## src/rtl/ifu_pkg.sv

```systemverilog
// Shared core definitions for the instruction fetch unit: widths, reset constants and FSM encoding.
package ifu_pkg;

    localparam int XLEN = 64;
    localparam int ILEN = 32;

    localparam logic [XLEN-1:0] IFU_RESET_PC = 64'h0000000080000000;
    localparam logic [ILEN-1:0] IFU_NOP_INST = 32'h00000013;

    typedef enum logic [1:0] {
        S_IDLE = 2'd0,
        S_REQ  = 2'd1,
        S_WAIT = 2'd2,
        S_HOLD = 2'd3
    } ifu_state_e;

    // Clear bits [1:0] using every bit of the input so no bit is left unused.
    function automatic logic [XLEN-1:0] word_align(input logic [XLEN-1:0] addr);
        return addr & ~{{(XLEN-2){1'b0}}, 2'b11};
    endfunction

endpackage

```

## src/rtl/ifu.sv

```systemverilog
// Instruction fetch: one outstanding imem read, instruction handed to the core via valid/ready.
// Latency: request N, response N+1, inst_valid N+2 with zero-wait memory.
// Backpressure: request address held while imem_req_ready=0; instruction held until inst_ready or redirect.
module ifu
    import ifu_pkg::*;
#(
    parameter logic [XLEN-1:0] RESET_PC = IFU_RESET_PC,
    parameter logic [ILEN-1:0] NOP_INST = IFU_NOP_INST
) (
    input  logic            clk,
    input  logic            rst,
    output logic            imem_req_valid,
    input  logic            imem_req_ready,
    output logic [XLEN-1:0] imem_req_addr,
    input  logic            imem_resp_valid,
    input  logic [ILEN-1:0] imem_resp_data,
    output logic            inst_valid,
    input  logic            inst_ready,
    output logic [ILEN-1:0] inst,
    output logic [XLEN-1:0] inst_pc,
    input  logic            redirect_valid,
    input  logic [XLEN-1:0] redirect_pc
);

    ifu_state_e      state, state_nxt;
    logic [XLEN-1:0] pc, pc_nxt;
    logic [XLEN-1:0] pend_pc, pend_pc_nxt;
    logic            drop, drop_nxt;
    logic [ILEN-1:0] inst_q, inst_q_nxt;
    logic [XLEN-1:0] inst_pc_q, inst_pc_q_nxt;

    logic [XLEN-1:0] target;
    logic            req_fire;

    assign target   = word_align(redirect_pc);
    assign req_fire = (state == S_REQ) && imem_req_ready;

    always_ff @(posedge clk or posedge rst) begin
        if (rst) begin
            state     <= S_IDLE;
            pc        <= RESET_PC;
            pend_pc   <= RESET_PC;
            drop      <= 1'b0;
            inst_q    <= NOP_INST;
            inst_pc_q <= RESET_PC;
        end else begin
            state     <= state_nxt;
            pc        <= pc_nxt;
            pend_pc   <= pend_pc_nxt;
            drop      <= drop_nxt;
            inst_q    <= inst_q_nxt;
            inst_pc_q <= inst_pc_q_nxt;
        end
    end

    always_comb begin
        state_nxt     = state;
        pc_nxt        = pc;
        pend_pc_nxt   = pend_pc;
        drop_nxt      = drop;
        inst_q_nxt    = inst_q;
        inst_pc_q_nxt = inst_pc_q;

        case (state)
            S_IDLE: begin
                state_nxt = S_REQ;
                if (redirect_valid) begin
                    pc_nxt = target;
                end
            end

            S_REQ: begin
                if (req_fire) begin
                    state_nxt = S_WAIT;
                    // Request already accepted at the old pc; its data must be thrown away.
                    if (redirect_valid) begin
                        drop_nxt    = 1'b1;
                        pend_pc_nxt = target;
                    end
                end else if (redirect_valid) begin
                    pc_nxt = target;
                end
            end

            S_WAIT: begin
                if (redirect_valid) begin
                    if (imem_resp_valid) begin
                        pc_nxt    = target;
                        drop_nxt  = 1'b0;
                        state_nxt = S_REQ;
                    end else begin
                        drop_nxt    = 1'b1;
                        pend_pc_nxt = target;
                    end
                end else if (imem_resp_valid) begin
                    if (drop) begin
                        drop_nxt  = 1'b0;
                        pc_nxt    = pend_pc;
                        state_nxt = S_REQ;
                    end else begin
                        inst_q_nxt    = imem_resp_data;
                        inst_pc_q_nxt = pc;
                        state_nxt     = S_HOLD;
                    end
                end
            end

            S_HOLD: begin
                if (redirect_valid) begin
                    pc_nxt    = target;
                    state_nxt = S_REQ;
                end else if (inst_ready) begin
                    pc_nxt    = pc + 64'd4;
                    state_nxt = S_REQ;
                end
            end

            default: begin
                state_nxt = S_IDLE;
            end
        endcase
    end

    assign imem_req_valid = (state == S_REQ);
    assign imem_req_addr  = pc;
    assign inst_valid     = (state == S_HOLD);
    assign inst           = (state == S_HOLD) ? inst_q : NOP_INST;
    assign inst_pc        = inst_pc_q;

endmodule

```

## config.mk

```make
export PLATFORM = sky130hd
export DESIGN_NAME = ifu
export DESIGN_NICKNAME = d
export VERILOG_FILES = /design/src/rtl/ifu_pkg.sv /design/src/rtl/ifu.sv
export SDC_FILE = /design/constraint.sdc
export NUM_CORES = 1
export LEC_CHECK = 0
export CAP_MARGIN = 20
export CORE_ASPECT_RATIO = 0.7
export CORE_MARGIN = 5
export CORE_UTILIZATION = 55
export DETAILED_ROUTE_END_ITERATION = 10
export GPL_TIMING_DRIVEN = 0
export PLACE_DENSITY = 0.95
export SYNTH_ARGS = -nofsm -noshare
export SYNTH_HDL_FRONTEND = slang
export SYNTH_SLANG_ARGS = --single-unit
```

## constraint.sdc

```tcl
create_clock -name clk -period 14.9 [get_ports clk]
set_input_delay 4.47 -clock clk [delete_from_list [all_inputs] [get_ports clk]]
set_output_delay 4.47 -clock clk [all_outputs]
set_load 0.02 [all_outputs]
```

==> summary.md, run 1 <==
| Metric | Value |
|---|---|
| Run status | finished clean |
| Fin Setup TNS | 0 ns |
| CP endpoint kind | primary output |
| Die width | 181 µm |
| Sw frac | 41.6% |
| Num CTS Buffers | 23 |
| Area of the mapped netlist | 0.0112 mm² |
| Port bufs | 257 |
| Remaining DRCs | 0 |
| Max_cap viols | 0 |
| Routed length per instance | 26.3 µm |
| Post-synthesis cell count | 1,040 |
| Adder-cell share of the synthesized area | 0.557% |
| Initial antenna violation count | 0 |
| Layout net count | 1,435 |
| VDD IR max | 0.141 mV |
| Via count | 10.8k |
| Largest family of logic cells by synthesized area | simple AND/OR/NAND/NOR gates |
| CTS resizes | 0 |
| Hold WS | 0.500 ns |
| Initial DRT Pass Iterations | 7 |
| Tightest Hold Check Type | flop to flop |
| Relative slew slack | 21.7% |
| Combinational share of power | 46.2% |
| Worst-Margin Slew | 1.16 ns |
| Pwr/cell area | 229 mW/mm² |
| Critical path data required time | 10.43 ns |
| Cell variety after synth | 59 |
| Simple-gate portion of the synthesized area | 16.3% |
| Final Critical Period | 7.30 ns |
| Psw | 1440 µW |
| Leakage power | 0.00618 µW |
| Sequential Power Share | 34.8% |
| Overflow after GRT | 0 |
| Gpl congestion | 1.05 |
| Share of synthesized registers carrying an async set or reset | 100% |
| I/O Pins | 264 |
| P&R area growth vs syn | 34.0% |
| Fmax | 137 MHz |
| Crit share post-route | 49.0% |
| P_int | 2020 µW |
| Core Box Area | 0.0200 mm² |
| Antenna viol nets, final | 0 |
| CTS Hold Bufs | 0 |
| Proportion of synthesized chip area in sequential cells | 49.3% |
| CTS tree | yes |
| Global Route Usage Sum | 35.1% |
| CP startpoint kind | flop |
| Diode count | 0 |
| WS Path Type | flop to primary output |
| Die area | 0.0234 mm² |
| RSZ-0062 raised after global routing | no |
| Post-CTS setup buffers | 0 |
| First-pass GRT wire length | 64,700 µm |
| DR vias/cell | 6.70 |
| Vias in the first global route | 11.0k |
| Worst-path maximum fanout | 10 |
| #FFs+latches synth | 221 |
| Post-DP HPWL | 30,500 µm |
| Clock-pin slew on the worst setup and hold paths | 0.06 ns |
| Final core occ | 75.4% |
| Setup slack at placement | 7.23 ns |
| Worst clock skew | 0.0145 ns |
| Initial Util | 56.2% |
| Clk sinks | 221 |
| Initial detailed-routing violation count | 1,727 |
| XOR/XNOR share of the synthesized area | 0% |
| Ys flop type | dfrtp_1 |
| CTS Buffer Depth | 3 |
| Skew-Pair Late Insertion Delay | 0.53 ns |
| H-tree depth | 1 |
| Syn_area_per_cell | 10.8 µm² |
| Final wirelength | 42,400 µm |
| Post-synth EDFFs | 0 |
| Max-slew violation total from the final report | 0 |
| Worst setup margin | 7.60 ns |
| Count of final hold-check violations | 0 |
| Largest net degree at the start of global routing | 133 |
| Arrival time worst endpoint | 2.83 ns |
| Synth warn | 0 |
| Compound-Gate Fraction of Synth Area | 14.1% |
| Clock power share | 19.0% |
| Die height | 130 µm |
| Core Rows | 43 |
| Clk root buf | clkbuf_16 |
| Final setup violation count | 0 |
| Fraction of layout instances using a drive strength above 1 | 17.5% |
| Mux cell area share after synthesis | 16.0% |
==> worst paths after layout <==
path | start | to | slack [ns] | cells past startpoint
worst max-delay path | state[0]$_DFFE_PP0P_ | inst[5] | 7.60 | 5
worst min-delay path | inst_q[8]$_DFFE_PP0P_ | inst_q[8]$_DFFE_PP0P_ | 0.50 | 1
worst max register to register | state[0]$_DFFE_PP0P_ | imem_req_addr[9]$_DFFE_PP0P_ | 11.31 | 8
worst min register to register | inst_q[8]$_DFFE_PP0P_ | inst_q[8]$_DFFE_PP0P_ | 0.50 | 1
max in group asynchronous | rst | inst_q[23]$_DFFE_PP0P_ | 9.39 | 3
min in group asynchronous | rst | inst_pc[42]$_DFFE_PP0P_ | 4.43 | 2
==> routing by layer <==
| metal | global-route usage, % | vias to the layer above | part of all wire (%) |
|---|---|---|---|
| li1 | - | 4512 | - |
| met1 | 46.9 | 5206 | 39 |
| met2 | 51.8 | 920 | 42 |
| met3 | 15.3 | 175 | 15 |
| met4 | 12.0 | 0 | 4.2 |
| met5 | 0 | - | 0 |
==> power by group through the flow <==
stage,registers [µW],clock network (µW),logic [µW]
2_1_floorplan,1290,0,711
3_3_place_gp,1160,0,1500
3_5_place_dp,1190,0,1550
4_1_cts,1180,657,1560
5_1_grt,1230,683,1670
6_report,1200,656,1590
==> cells in the mapped netlist (4+ instances only) <==
master	count	area, µm²
a21oi_1	35	175
a222oi_1	5	50.1
a22o_1	14	123
a22oi_1	46	345
a31oi_1	10	62.6
a41oi_1	8	70.1
and2_1	42	263
and3_1	14	87.6
and4_1	5	43.8
buf_2	10	50.1
buf_4	4	30.0
clkbuf_1	67	251
dfrtp_1	215	5380
dfstp_2	6	158
ha_1	5	62.6
inv_1	20	75.1
mux2_2	157	1770
nand2_1	59	221
nand2b_1	10	62.6
nand3_1	33	165
nand3b_1	6	45.0
nand4_1	34	213
nor2_1	33	124
nor3_1	38	190
nor4_1	23	144
o211ai_1	12	90.1
o21ai_0	31	155
o22ai_1	10	62.6
o2bb2ai_1	4	35.0
o311ai_0	12	105
o31a_1	6	52.6
o31ai_1	4	30.0
o41ai_1	4	35.0
or3_1	7	43.8
or4_1	6	45.0
==> worst max-delay path, stage by stage (launching register included) <==
cell             delay, ns
dfrtp_1               0.42
ha_1                  0.21
clkbuf_1              0.48
clkbuf_1              0.36
and2_1                0.22
clkdlybuf4s50_1       0.61
==> cell usage in the layout (no fill, tap or decap), types with 12 or more instances in the layout <==
| cell type | count |
|---|---|
| clkdlybuf4s50_1 | 257 |
| dfrtp_1 | 215 |
| mux2_2 | 157 |
| clkbuf_1 | 68 |
| nand2_1 | 59 |
| a22oi_1 | 46 |
| and2_1 | 42 |
| nor3_1 | 38 |
| a21oi_1 | 35 |
| nand4_1 | 34 |
| nor2_1 | 33 |
| nand3_1 | 33 |
| o21ai_0 | 31 |
| nor4_1 | 23 |
| clkbuf_16 | 23 |
| inv_1 | 19 |
| and3_1 | 14 |
| a22o_1 | 14 |
| o311ai_0 | 12 |
| o211ai_1 | 12 |
==> registers in the layout, indices dropped and copies added (netlist names) <==
signal	count
state	2
imem_req_addr	62
inst_q	32
inst_pc	62
drop	1
pend_pc	62
==> area by class of cell <==
type,instances,area [µm²]
multi-input cells,719,5280
well taps,270,338
fillers,1333,4920
inverters,20,82.6
repair buffers,260,2610
clock buffers,27,621
plain buffers,83,339
flip-flops and latches,221,5540
clock inverters,15,234
==> cell families (layout without fill, tap and decap cells) <==
family,count (synthesis),after routing
compound gates,222,222
simple gates,328,328
other cells,1,4
buf+inv,103,405
fa+ha+maj,5,5
mux,160,160
flops,221,221
==> through the flow <==
step / std cells / power, µW / instance area (µm²)
detailed placement: 1571 / 2740 / 14200
global placement: 1570 / 2660 / 14100
global route: 1615 / 3580 / 15000
finish: 1615 / 3450 / 15000
CTS: 1613 / 3400 / 15000
floorplan: 1043 / 2000 / 11200
No activity file was read; power rests on OpenSTA's default activity.
==> run 2, diff against run 1 <==
- CORE_UTILIZATION: 55 -> 46
- PLACE_DENSITY: 0.95 -> 0.86
- clock period: 14.9 -> 6.55 ns (I/O delays scaled with it)
==> summary.md, run 2 (synthesized netlist as in run 1, its figures left out) <==
| Metric | Value |
|---|---|
| Relative slew slack | 23.1% (+1.4 points) |
| Worst-Margin Slew | 1.15 ns (-0.00979 ns) |
| Fraction of layout instances using a drive strength above 1 | 17.0% (-0.51 points) |
| CTS tree | yes |
| Fillers | 1,860 (+40%) |
| Core Rows | 47 (+9.3%) |
| Largest net degree at the start of global routing | 43 (-68%) |
| Max-slew violation total from the final report | 0 (unchanged) |
| CTS Hold Bufs | 0 (unchanged) |
| CP endpoint kind | flop |
| DP Cell Count | 1,624 (+3.4%) |
| Commonest non-fill, non-tap cell in the layout | clkdlybuf4s50_1 |
| P_int | 4440 µW (+120%) |
| WP buf/inv | 3 (unchanged) |
| Port bufs | 257 (unchanged) |
| Clk sinks | 221 (unchanged) |
| Final std cells w/o fill | 1,668 (+3.3%) |
| Worst clock skew | 0.0176 ns (+0.00312 ns) |
| Skew-Pair Late Insertion Delay | 0.53 ns (about the same) |
| WS Path Type | input port to flop |
| Diode count | 0 (unchanged) |
| CP Cell Sequence | clkdlybuf4s50_1 > nand2b_1 > clkbuf_1 > o221ai_1 > nor2_1 > clkbuf_1 > nand2_1 > o311ai_0 |
| Overflow after GRT | 0 (unchanged) |
| Crit share post-route | 73.4% |
| CTS Buffer Depth | 3 (unchanged) |
| Worst reg2reg startpoint | state[0]$_DFFE_PP0P_ |
| CTS resizes | 0 (unchanged) |
| Final Total Pwr | 7590 µW (+120%) |
| Min-delay src | inst_q[31]$_DFFE_PP0P_ |
| Gpl congestion | 1.00 (-4.7%) |
| Combinational share of power | 46.9% (+0.7 points) |
| First-pass GRT wire length | 61,800 µm (-4.4%) |
| Remaining DRCs | 0 (unchanged) |
| Crit-path max cell delay | 0.62 ns (about the same) |
| Sw frac | 41.5% (-0.13 points) |
| Initial DRT Pass Iterations | 5 (-2) |
| Die height | 141 µm (+8.6%) |
| Max_cap viols | 0 (unchanged) |
| CP startpoint kind | input port |
| Via count | 10.6k (-2.4%) |
| Top delay family on crit path | buffers and inverters |
| Sequential Power Share | 35.7% (+0.9 points) |
| Die width | 197 µm (+8.8%) |
| Global Route Usage Sum | 28.5% (-6.7 points) |
| I/O Pins | 264 (unchanged) |
| Clk root buf | clkbuf_16 |
| Routed length per instance | 24.5 µm (-6.8%) |
| Layout net count | 1,440 (+0.35%) |
| Num CTS Buffers | 24 (+4.3%) |
| Arrival time worst endpoint | 5.21 ns (+2.38 ns) |
| Worst R2R Setup Slack | 3.00 ns (-8.31 ns) |
| Final core occ | 63.4% (-12 points) |
| Antenna viol nets, final | 0 (unchanged) |
| Final wirelength | 40,900 µm (-3.7%) |
| Pwr/cell area | 503 mW/mm² (+120%) |
| Initial antenna violation count | 0 (unchanged) |
| Most frequent cells in the layout | 257 x clkdlybuf4s50_1, 215 x dfrtp_1, 157 x mux2_2, 79 x clkbuf_1, 59 x nand2_1 |
| Initial Util | 47.1% (-9.1 points) |
| Leakage power | 0.00616 µW (-0.28%) |
| Tightest Hold Check Type | flop to flop |
| Final setup violation count | 0 (unchanged) |
| Run status | finished clean |
| Post-CTS setup buffers | 0 (unchanged) |
| P&R area growth vs syn | 34.5% |
| Clock power share | 17.4% (-1.6 points) |
| Vias in the first global route | 10.3k (-6.7%) |
| Critical path data required time | 6.96 ns (-3.47 ns) |
| Setup crit start | redirect_valid |
| CP most frequent cell | clkbuf_1 |
| Final Critical Period | 4.81 ns |
| RSZ-0062 raised after global routing | no |
| CP max stage cell | o221ai_1 |
| Core Box Area | 0.0238 mm² (+19%) |
| Psw | 3150 µW (+120%) |
| Fmax | 208 MHz |
| VDD IR max | 0.275 mV (+95%) |
| Clock-pin slew on the worst setup and hold paths | 0.06 ns (about the same) |
| Post-DP HPWL | 30,300 µm (-0.62%) |
| DR vias/cell | 6.33 (-5.5%) |
| H-tree depth | 1 (unchanged) |
| Die area | 0.0277 mm² (+18%) |
| Initial detailed-routing violation count | 1,294 (-25%) |
| Worst-path maximum fanout | 10 (unchanged) |
| Count of final hold-check violations | 0 (unchanged) |
==> run 2: cell count changes in the layout (fill, tap and decap cells not counted) <==
cell	delta
clkinvlp_4	-1
clkinv_2	-6
clkbuf_16	+2
clkbuf_1	+11
bufinv_16	-6
buf_2	+1
inv_6	-1
buf_12	+5
clkbuf_2	-2
clkbuf_8	+3
inv_8	-1
==> run 2: final cells by class <==
cell class              instances  area [µm²]  area share (%)
multi-input cells             719        5280            35.0
repair buffers                264        2710            17.9
clock buffers                  43         753            4.99
inverters                      20        78.8           0.522
plain buffers                  83         339            2.25
flip-flops and latches        221        5540            36.7
well taps                     318         398            2.64
==> run 2: power groups by stage <==
stage | sequential (µW) | clock [µW] | combinational (µW)
2_1_floorplan | 2930 | 0 | 1620
3_5_place_dp | 2700 | 0 | 3510
5_1_grt | 2790 | 1400 | 3770
3_3_place_gp | 2650 | 0 | 3420
4_1_cts | 2680 | 1340 | 3530
6_report | 2710 | 1320 | 3560
==> run 2: routing by layer <==
metal | vias up | global-route usage (%) | wire [µm]
met4 | 0 | 7.70 | 1330
met5 | - | 0 | 0
met1 | 5113 | 39.0 | 15900
met2 | 800 | 42.0 | 17400
li1 | 4526 | - | -
met3 | 119 | 11.8 | 6300
==> run 2: final timing paths <==
check | end | depth (start not counted)
worst max-delay path | imem_req_addr[39]$_DFFE_PP0P_ | 8
worst min-delay path | inst_q[31]$_DFFE_PP0P_ | 1
worst max register to register | imem_req_addr[25]$_DFFE_PP0P_ | 8
worst min register to register | inst_q[31]$_DFFE_PP0P_ | 1
max in group asynchronous | pend_pc[5]$_DFFE_PP0P_ | 5
min in group asynchronous | imem_req_addr[50]$_DFFE_PP0P_ | 2
==> run 2: metrics by stage <==
step / instance area, µm² / setup TNS [ns] / setup slack (ns) / hold slack (ns)
6_report: 15100 / 0 / 1.74 / 0.500
5_1_grt: 15100 / 0 / 1.58 / 0.511
4_1_cts: 15100 / 0 / 1.65 / 0.503
3_5_place_dp: 14300 / 0 / 1.11 / 0.489
3_3_place_gp: 14200 / -9.25 / -0.0573 / 0.482
2_1_floorplan: 11200 / 0 / 1.71 / 0.472
